[src/rtl/rps_match_scorer.sv]
// Best-of-N match scorer fed by per-round verdict pulses from the round judge.
// Optional macro RPS_HISTORY_EN adds an 8-bit history of the last four scored verdicts.
module rps_match_scorer #(
    parameter int unsigned WINS_TO_MATCH = 3,
    parameter int unsigned MAX_ROUNDS    = 5,
    parameter int unsigned CNT_W         = 4
) (
    input  logic             clk,
    input  logic             rst,
    input  logic             result_valid,
    input  logic [1:0]       result,
    input  logic             new_match,
    output logic [CNT_W-1:0] p1_score,
    output logic [CNT_W-1:0] p2_score,
    output logic [CNT_W-1:0] tie_count,
    output logic [CNT_W-1:0] round_count,
    output logic [CNT_W-1:0] invalid_count,
    output logic             round_done,
    output logic             match_over,
    output logic [1:0]       match_winner,
    output logic [7:0]       history
);

    localparam logic [CNT_W-1:0] WinsCnt   = CNT_W'(WINS_TO_MATCH);
    localparam logic [CNT_W-1:0] RoundsCnt = CNT_W'(MAX_ROUNDS);
    localparam logic [CNT_W-1:0] CntOne    = CNT_W'(1);

    localparam logic [1:0] ResTie     = 2'b00;
    localparam logic [1:0] ResP1      = 2'b01;
    localparam logic [1:0] ResP2      = 2'b10;
    localparam logic [1:0] ResInvalid = 2'b11;

    typedef enum logic [1:0] {StIdle, StPlay, StDone} state_e;

    state_e           state_q, state_d;
    logic [CNT_W-1:0] p1_q, p1_d, p2_q, p2_d, tie_q, tie_d;
    logic [CNT_W-1:0] round_q, round_d, inv_q, inv_d;
    logic             round_done_q, round_done_d;
    logic             match_over_q, match_over_d;
    logic [1:0]       winner_q, winner_d;

    always_comb begin
        state_d      = state_q;
        p1_d         = p1_q;
        p2_d         = p2_q;
        tie_d        = tie_q;
        round_d      = round_q;
        inv_d        = inv_q;
        round_done_d = 1'b0;
        match_over_d = match_over_q;
        winner_d     = winner_q;

        if (new_match) begin
            state_d      = StIdle;
            p1_d         = '0;
            p2_d         = '0;
            tie_d        = '0;
            round_d      = '0;
            inv_d        = '0;
            match_over_d = 1'b0;
            winner_d     = 2'b00;
        end else begin
            case (state_q)
                StIdle, StPlay: begin
                    if (result_valid) begin
                        if (result == ResInvalid) begin
                            if (inv_q != '1) begin
                                inv_d = inv_q + CntOne;
                            end
                        end else begin
                            state_d      = StPlay;
                            round_d      = round_q + CntOne;
                            round_done_d = 1'b1;
                            case (result)
                                ResP1:   p1_d  = p1_q + CntOne;
                                ResP2:   p2_d  = p2_q + CntOne;
                                default: tie_d = tie_q + CntOne;
                            endcase
                            // Outright win beats the round limit on the same edge.
                            if (p1_d == WinsCnt) begin
                                state_d      = StDone;
                                match_over_d = 1'b1;
                                winner_d     = ResP1;
                            end else if (p2_d == WinsCnt) begin
                                state_d      = StDone;
                                match_over_d = 1'b1;
                                winner_d     = ResP2;
                            end else if (round_d == RoundsCnt) begin
                                state_d      = StDone;
                                match_over_d = 1'b1;
                                if (p1_d > p2_d) begin
                                    winner_d = ResP1;
                                end else if (p2_d > p1_d) begin
                                    winner_d = ResP2;
                                end else begin
                                    winner_d = ResTie;
                                end
                            end
                        end
                    end
                end
                StDone: begin
                end
                default: state_d = StIdle;
            endcase
        end
    end

    always_ff @(posedge clk or posedge rst) begin
        if (rst) begin
            state_q      <= StIdle;
            p1_q         <= '0;
            p2_q         <= '0;
            tie_q        <= '0;
            round_q      <= '0;
            inv_q        <= '0;
            round_done_q <= 1'b0;
            match_over_q <= 1'b0;
            winner_q     <= 2'b00;
        end else begin
            state_q      <= state_d;
            p1_q         <= p1_d;
            p2_q         <= p2_d;
            tie_q        <= tie_d;
            round_q      <= round_d;
            inv_q        <= inv_d;
            round_done_q <= round_done_d;
            match_over_q <= match_over_d;
            winner_q     <= winner_d;
        end
    end

    assign p1_score      = p1_q;
    assign p2_score      = p2_q;
    assign tie_count     = tie_q;
    assign round_count   = round_q;
    assign invalid_count = inv_q;
    assign round_done    = round_done_q;
    assign match_over    = match_over_q;
    assign match_winner  = winner_q;

`ifdef RPS_HISTORY_EN
    logic [7:0] history_q;

    always_ff @(posedge clk or posedge rst) begin
        if (rst) begin
            history_q <= 8'h00;
        end else if (new_match) begin
            history_q <= 8'h00;
        end else if (result_valid && (result != ResInvalid) && (state_q != StDone)) begin
            history_q <= {history_q[5:0], result};
        end
    end

    assign history = history_q;
`else
    assign history = 8'h00;
`endif

endmodule

[config.mk]
export PLATFORM = sky130hd
export DESIGN_NAME = rps_match_scorer
export DESIGN_NICKNAME = d
export VERILOG_FILES = /design/src/rtl/rps_match_scorer.sv
export SDC_FILE = /design/constraint.sdc
export NUM_CORES = 1
export LEC_CHECK = 0
export ABC_CLOCK_PERIOD_IN_PS = 2700
export CELL_PAD_IN_SITES_DETAIL_PLACEMENT = 2
export CELL_PAD_IN_SITES_GLOBAL_PLACEMENT = 2
export CORE_ASPECT_RATIO = 0.6
export CORE_MARGIN = 5
export CORE_UTILIZATION = 30
export DETAILED_ROUTE_END_ITERATION = 10
export HOLD_SLACK_MARGIN = 0.08
export PLACE_DENSITY_LB_ADDON = 0.1
export SLEW_MARGIN = 20
export SYNTH_ARGS = -nofsm -noshare
export SYNTH_HDL_FRONTEND = slang
export SYNTH_SLANG_ARGS = --single-unit
export TNS_END_PERCENT = 100
[constraint.sdc]
create_clock -name clk -period 2.7 [get_ports clk]
set_input_delay 0.27 -clock clk [delete_from_list [all_inputs] [get_ports clk]]
set_output_delay 0.27 -clock clk [all_outputs]
set_load 0.1 [all_outputs]
After elaboration in Yosys (flattened, before gate mapping)
Index checks and enable logic that the tools add are counted.
{ "totals": {"mem_bits_rw": 0, "latch_bits": 0, "mem_count": 0, "out_inout_bits": 32, "wordCells": 102, "regBits": 26, "mem_bits_ro": 0} }
{ "op_classes": {"reduce_logical": 13, "n_lt_le_gt_ge": 2, "n_div": 0, "n_shift": 0, "mux": 59, "multipliers": 0, "addsub": 5, "bitwise_logic": 0, "n_eq_ne": 14} }
{ "op_table": {"columns": ["op", "count"], "rows": [
  ["$mux 4", 32],
  ["$mux 2", 15],
  ["$add 4x1->4 const B", 5],
  ["$reduce_and 4->1", 3],
  ["$mux 1", 11],
  ["$eq 4x2->1 const B", 2],
  ["$gt 4x4->1", 2],
  ["$reduce_bool 2->1", 4],
  ["$eq 2x2->1 const B", 3],
  ["$ne 3x3->1 const B", 2],
  ["$reduce_and 3->1", 2],
  ["$eq 2x1->1 const B", 2],
  ["$eq 4x3->1 const B", 1],
  ["$ne 2x2->1 const B", 2],
  ["$ne 4x4->1 const B", 1],
  ["$pmux 2 s2", 1],
  ["$reduce_bool 4->1", 1],
  ["$reduce_or 2->1", 2],
  ["$logic_not 2->1", 1],
  ["$ne 2x1->1 const B", 1]
]} }

Depth between registers and ports, before layout
{ "depth": {"depth_word": 16, "depth_mapped": 10, "ltp_nobuf": 9} }

Worst setup path before layout
OpenSTA, ideal clock, no wires.
{ "synth_path": {"path_type": "reg-to-reg", "from": "register p2_q[0], in the netlist p2_score[0]", "to": "register winner_q[0], in the netlist match_winner[0]", "t_arrival_ps": 2854, "setup_time_ps": 70, "path_buffers": 0, "setup_slack_ps": -223, "required_time_ps": 2630, "stages_incl_launch_ff": 8, "cell_sequence": "dfrtp_1 -> ha_1 -> mux2_2 -> ha_1 -> a21o_1 -> maj3_2 -> a211oi_2 -> o221a_1"} }
{ "synth_via": {"elab_chain_len": 15} }
{ "synth_rtl": {"columns": ["item", "line", "text"], "rows": [
  ["from (decl)", "36", "logic [CNT_W-1:0] p1_q, p1_d, p2_q, p2_d, tie_q, tie_d;"],
  ["from (signal assigned)", "123", "p2_q <= p2_d;"],
  ["$add 4x1->4", "76", "ResP2: p2_d = p2_q + CntOne;"],
  ["$mux 4 (*)", "74", "case (result)"],
  ["$mux 4 (*)", "66", "if (result == ResInvalid) begin"],
  ["$mux 4 (*)", "65", "if (result_valid) begin"],
  ["$mux 4 (*)", "63", "case (state_q)"],
  ["$mux 4 (*)", "53", "if (new_match) begin"],
  ["$gt 4x4->1", "91", "if (p1_d > p2_d) begin"],
  ["$mux 2", "91", null],
  ["$mux 2", "88", "end else if (round_d == RoundsCnt) begin"],
  ["$mux 2", "84", "end else if (p2_d == WinsCnt) begin"],
  ["$mux 2", "80", "if (p1_d == WinsCnt) begin"],
  ["$mux 2", "66", null],
  ["$mux 2", "65", null],
  ["$mux 2", "63", null],
  ["$mux 2", "53", null],
  ["to (signal assigned)", "129", "winner_q <= winner_d;"],
  ["to (decl)", "40", "logic [1:0] winner_q, winner_d;"]
]} }
Mark *: on every way between the ends. The rest lies on a longest branch, timed or not. The select of a mux whose other input is x is not followed.
A chain may end at the register's enable or synchronous reset.

Final worst setup path
Ends and elaborated chain as after synthesis.

==> run metrics <==
Post-Syn Instances 177; vias per inst 4.68; Post-CTS Hold Fix Bufs 0; CTS sink count 26; total gr overflow 0; Finished Core Util 37.2%; CP max-delay cell dfrtp_2; final worst-path cycle share 91.4%; Async S/R FF share, synth 100%; worst r2r path cells 7; R2R Path Start p2_score[0]; setup TNS 0 ns; Post-synth EDFFs 0; Final HPWL DP 3.67 mm; minimum clock period 2.47 ns; Num CTS Buffers 3; Routed Antenna Nets 0; die area 7480 sq um; boundary pin count 38; post-CTS sizing 0; Worst R2R End match_winner[0]; Avg WL per Cell 15.8 microns; CP Cell Sequence ha_1, mux2_2, ha_1, a21o_1, maj3_2, a211oi_2, o221a_1; yosys warns 0; diode count 0; library cells used by synthesis 48; Post-synth top flop dfrtp_1; startpoint types flip-flop; Leak Pwr 1.02 nW; CP bufs+invs 0; Die Width 108 microns; status complete, no violations; nature of the critical path endpoint flip-flop; VDD IR max 0.209 mV; Final WS setup 0.231 ns; Max clock buf depth 2; pwr/cell area 466 nW/um^2; main area contributors after synthesis dfrtp_1 37%, ha_1 8.6%, xor2_1 7.5%; critical path arrival 2.68 ns; largest net degree at the start of global routing 27; worst hold slack 0.355 ns; fmax 0.405 GHz; register area 654 sq um; DRT iter0 DRCs 38; vias in the first global route 1,495; gpl congestion 0.750; Post-Route WL 4.55 mm; Slew Viols, Final 0; Synth Area per Inst 9.85 sq um; Max stage delay on crit path 0.49 ns; max-cap violation count 0; PortBufs 29; Worst-path clk slew 0.10 ns; final setup vio count 0; Worst slew margin 62.5%; pin slew with the least headroom to its limit 0.561 ns; sequential area share after synthesis 37.3%; Worst Skew 0.0130 ns; nets@finish 227; critical path class reg -> reg; CTS tree done; first-pass GRT wire length 7.85 mm; RSZ-0062 raised after global routing no; fill cell count 636; Synth area leader dfrtp_1; Yosys top cell area share 37.3%; Syn Std Cell Area 1740 sq um; H-tree levels 1; area of the multi-input gates 970 sq um; Final Hold Viols 0; DRC 0; Synth Register Bits 26; core footprint 5600 sq um; Starting Density 31.1%; Worst EP required 2.91 ns; Hold WC Path Type in -> async; R2R setup slack 0.23 ns; crit-path max FO 7; initial antenna violation count 0; delay-heaviest family, CP adder cells; cell row count 21; GRT Util Overall 13.0%; Initial DRT Pass Iterations 3; layout cell share with drive strength beyond 1 26.0%; root buffer cell clkbuf_8; worst skew pair latency 0.28 ns; most frequent CP cell ha_1; Area Overhead vs Synth 19.5%; Setup Fix Bufs, Post-CTS 0; Die Y 69.0 microns; pre-CTS setup slack 0.00396 ns; Vias 1,347
## cells in the mapped netlist (2+ instances only)
| master | n |
|---|---|
| and2_2 | 2 |
| mux2i_1 | 2 |
| nand2_1 | 15 |
| buf_4 | 9 |
| xor2_1 | 15 |
| o21ai_0 | 3 |
| buf_6 | 3 |
| nand4_1 | 2 |
| xnor2_1 | 5 |
| nor3_1 | 3 |
| nand3_1 | 7 |
| a31oi_1 | 2 |
| nor2_1 | 21 |
| nor2b_1 | 2 |
| nand3b_1 | 2 |
| or3_1 | 2 |
| ha_1 | 12 |
| a21oi_1 | 6 |
| a22o_1 | 2 |
| inv_1 | 8 |
| clkbuf_1 | 2 |
| dfrtp_1 | 26 |
## state kept, by name, summed over array words and instances, names as in the netlist
register / cells
match_winner: 2
invalid_count: 4
round_count: 4
state_q: 2
p2_score: 4
p1_score: 4
match_over: 1
round_done: 1
tie_count: 4
## report_power, final
group / switching (mW) / internal, mW / leakage [nW]
Clock: 0.124 / 0.106 / 0.0228
Combinational: 0.232 / 0.0819 / 0.643
Sequential: 0.0217 / 0.404 / 0.353
## metrics by stage
stage	instances	cell area, sq um	power (mW)
2_1_floorplan	184	1770	0.686
5_1_grt	288	2080	1.02
4_1_cts	288	2080	0.985
3_5_place_dp	284	2040	0.750
6_report	288	2080	0.970
3_3_place_gp	284	2040	0.743
## placed cells by master, fill, tap and decap left out, types with 2 or more instances in the layout
cell type,netlist,layout
conb_1,1,8
dfrtp_2,0,3
dfrtp_1,26,23
a21oi_1,6,6
a22o_1,2,2
buf_4,9,31
xnor2_1,5,5
clkbuf_8,0,3
nand4_1,2,2
nor3_1,3,3
nor2_1,21,21
and2_2,2,2
o21ai_0,3,3
inv_1,8,8
xor2_1,15,15
nor2b_1,2,2
nand3b_1,2,2
clkdlybuf4s50_1,0,5
nand3_1,7,7
ha_1,12,12
a31oi_1,2,2
mux2i_1,2,2
nand2_1,15,15
or3_1,2,2
## final cells by class
class / count / area share, %
multi-input cells: 134 / 46.6
flip-flops and latches: 26 / 31.4
repair buffers: 36 / 13.6
well taps: 80 / 4.81
clock buffers: 4 / 2.16
inverters: 8 / 1.44
## logic make-up (layout without fill, tap and decap cells)
family / Yosys count / in the layout / share of synthesized area, %
flip-flops: 26 / 26 / 37.3
buffers and inverters: 24 / 48 / 8.54
adder cells (fa/ha/maj): 13 / 13 / 9.26
XOR/XNOR: 21 / 21 / 11.0
AND/OR/NAND/NOR: 67 / 67 / 21.5
AO/OA/AOI/OAI: 22 / 22 / 10.4
multiplexers: 3 / 3 / 1.79
other: 1 / 8 / 0.215
## worst min-delay path: stages
cell and delay, ns:
clkdlybuf4s50_1 0.40, inv_1 0.05, buf_4 0.32
## metal layers
metal,wire length (microns),GRT usage [%],up-vias
met5,0,0,-
met4,8,1.26,0
met3,208,3.64,2
met2,2060,20.7,25
met1,2280,18.1,684
li1,-,-,636
## worst max path at each step
stage                     start               to  slack [ns]  cells past startpoint
global route        p2_score[0]  match_winner[0]        0.14                      7
finish              p2_score[0]  match_winner[0]        0.23                      7
CTS                 p2_score[0]  match_winner[0]        0.22                      7
detailed placement    result[0]  match_winner[0]       0.004                      9
global placement      result[0]  match_winner[0]        0.02                      9
floorplan           p1_score[0]  match_winner[0]        0.01                      7
(Power assumes the default switching activity.)
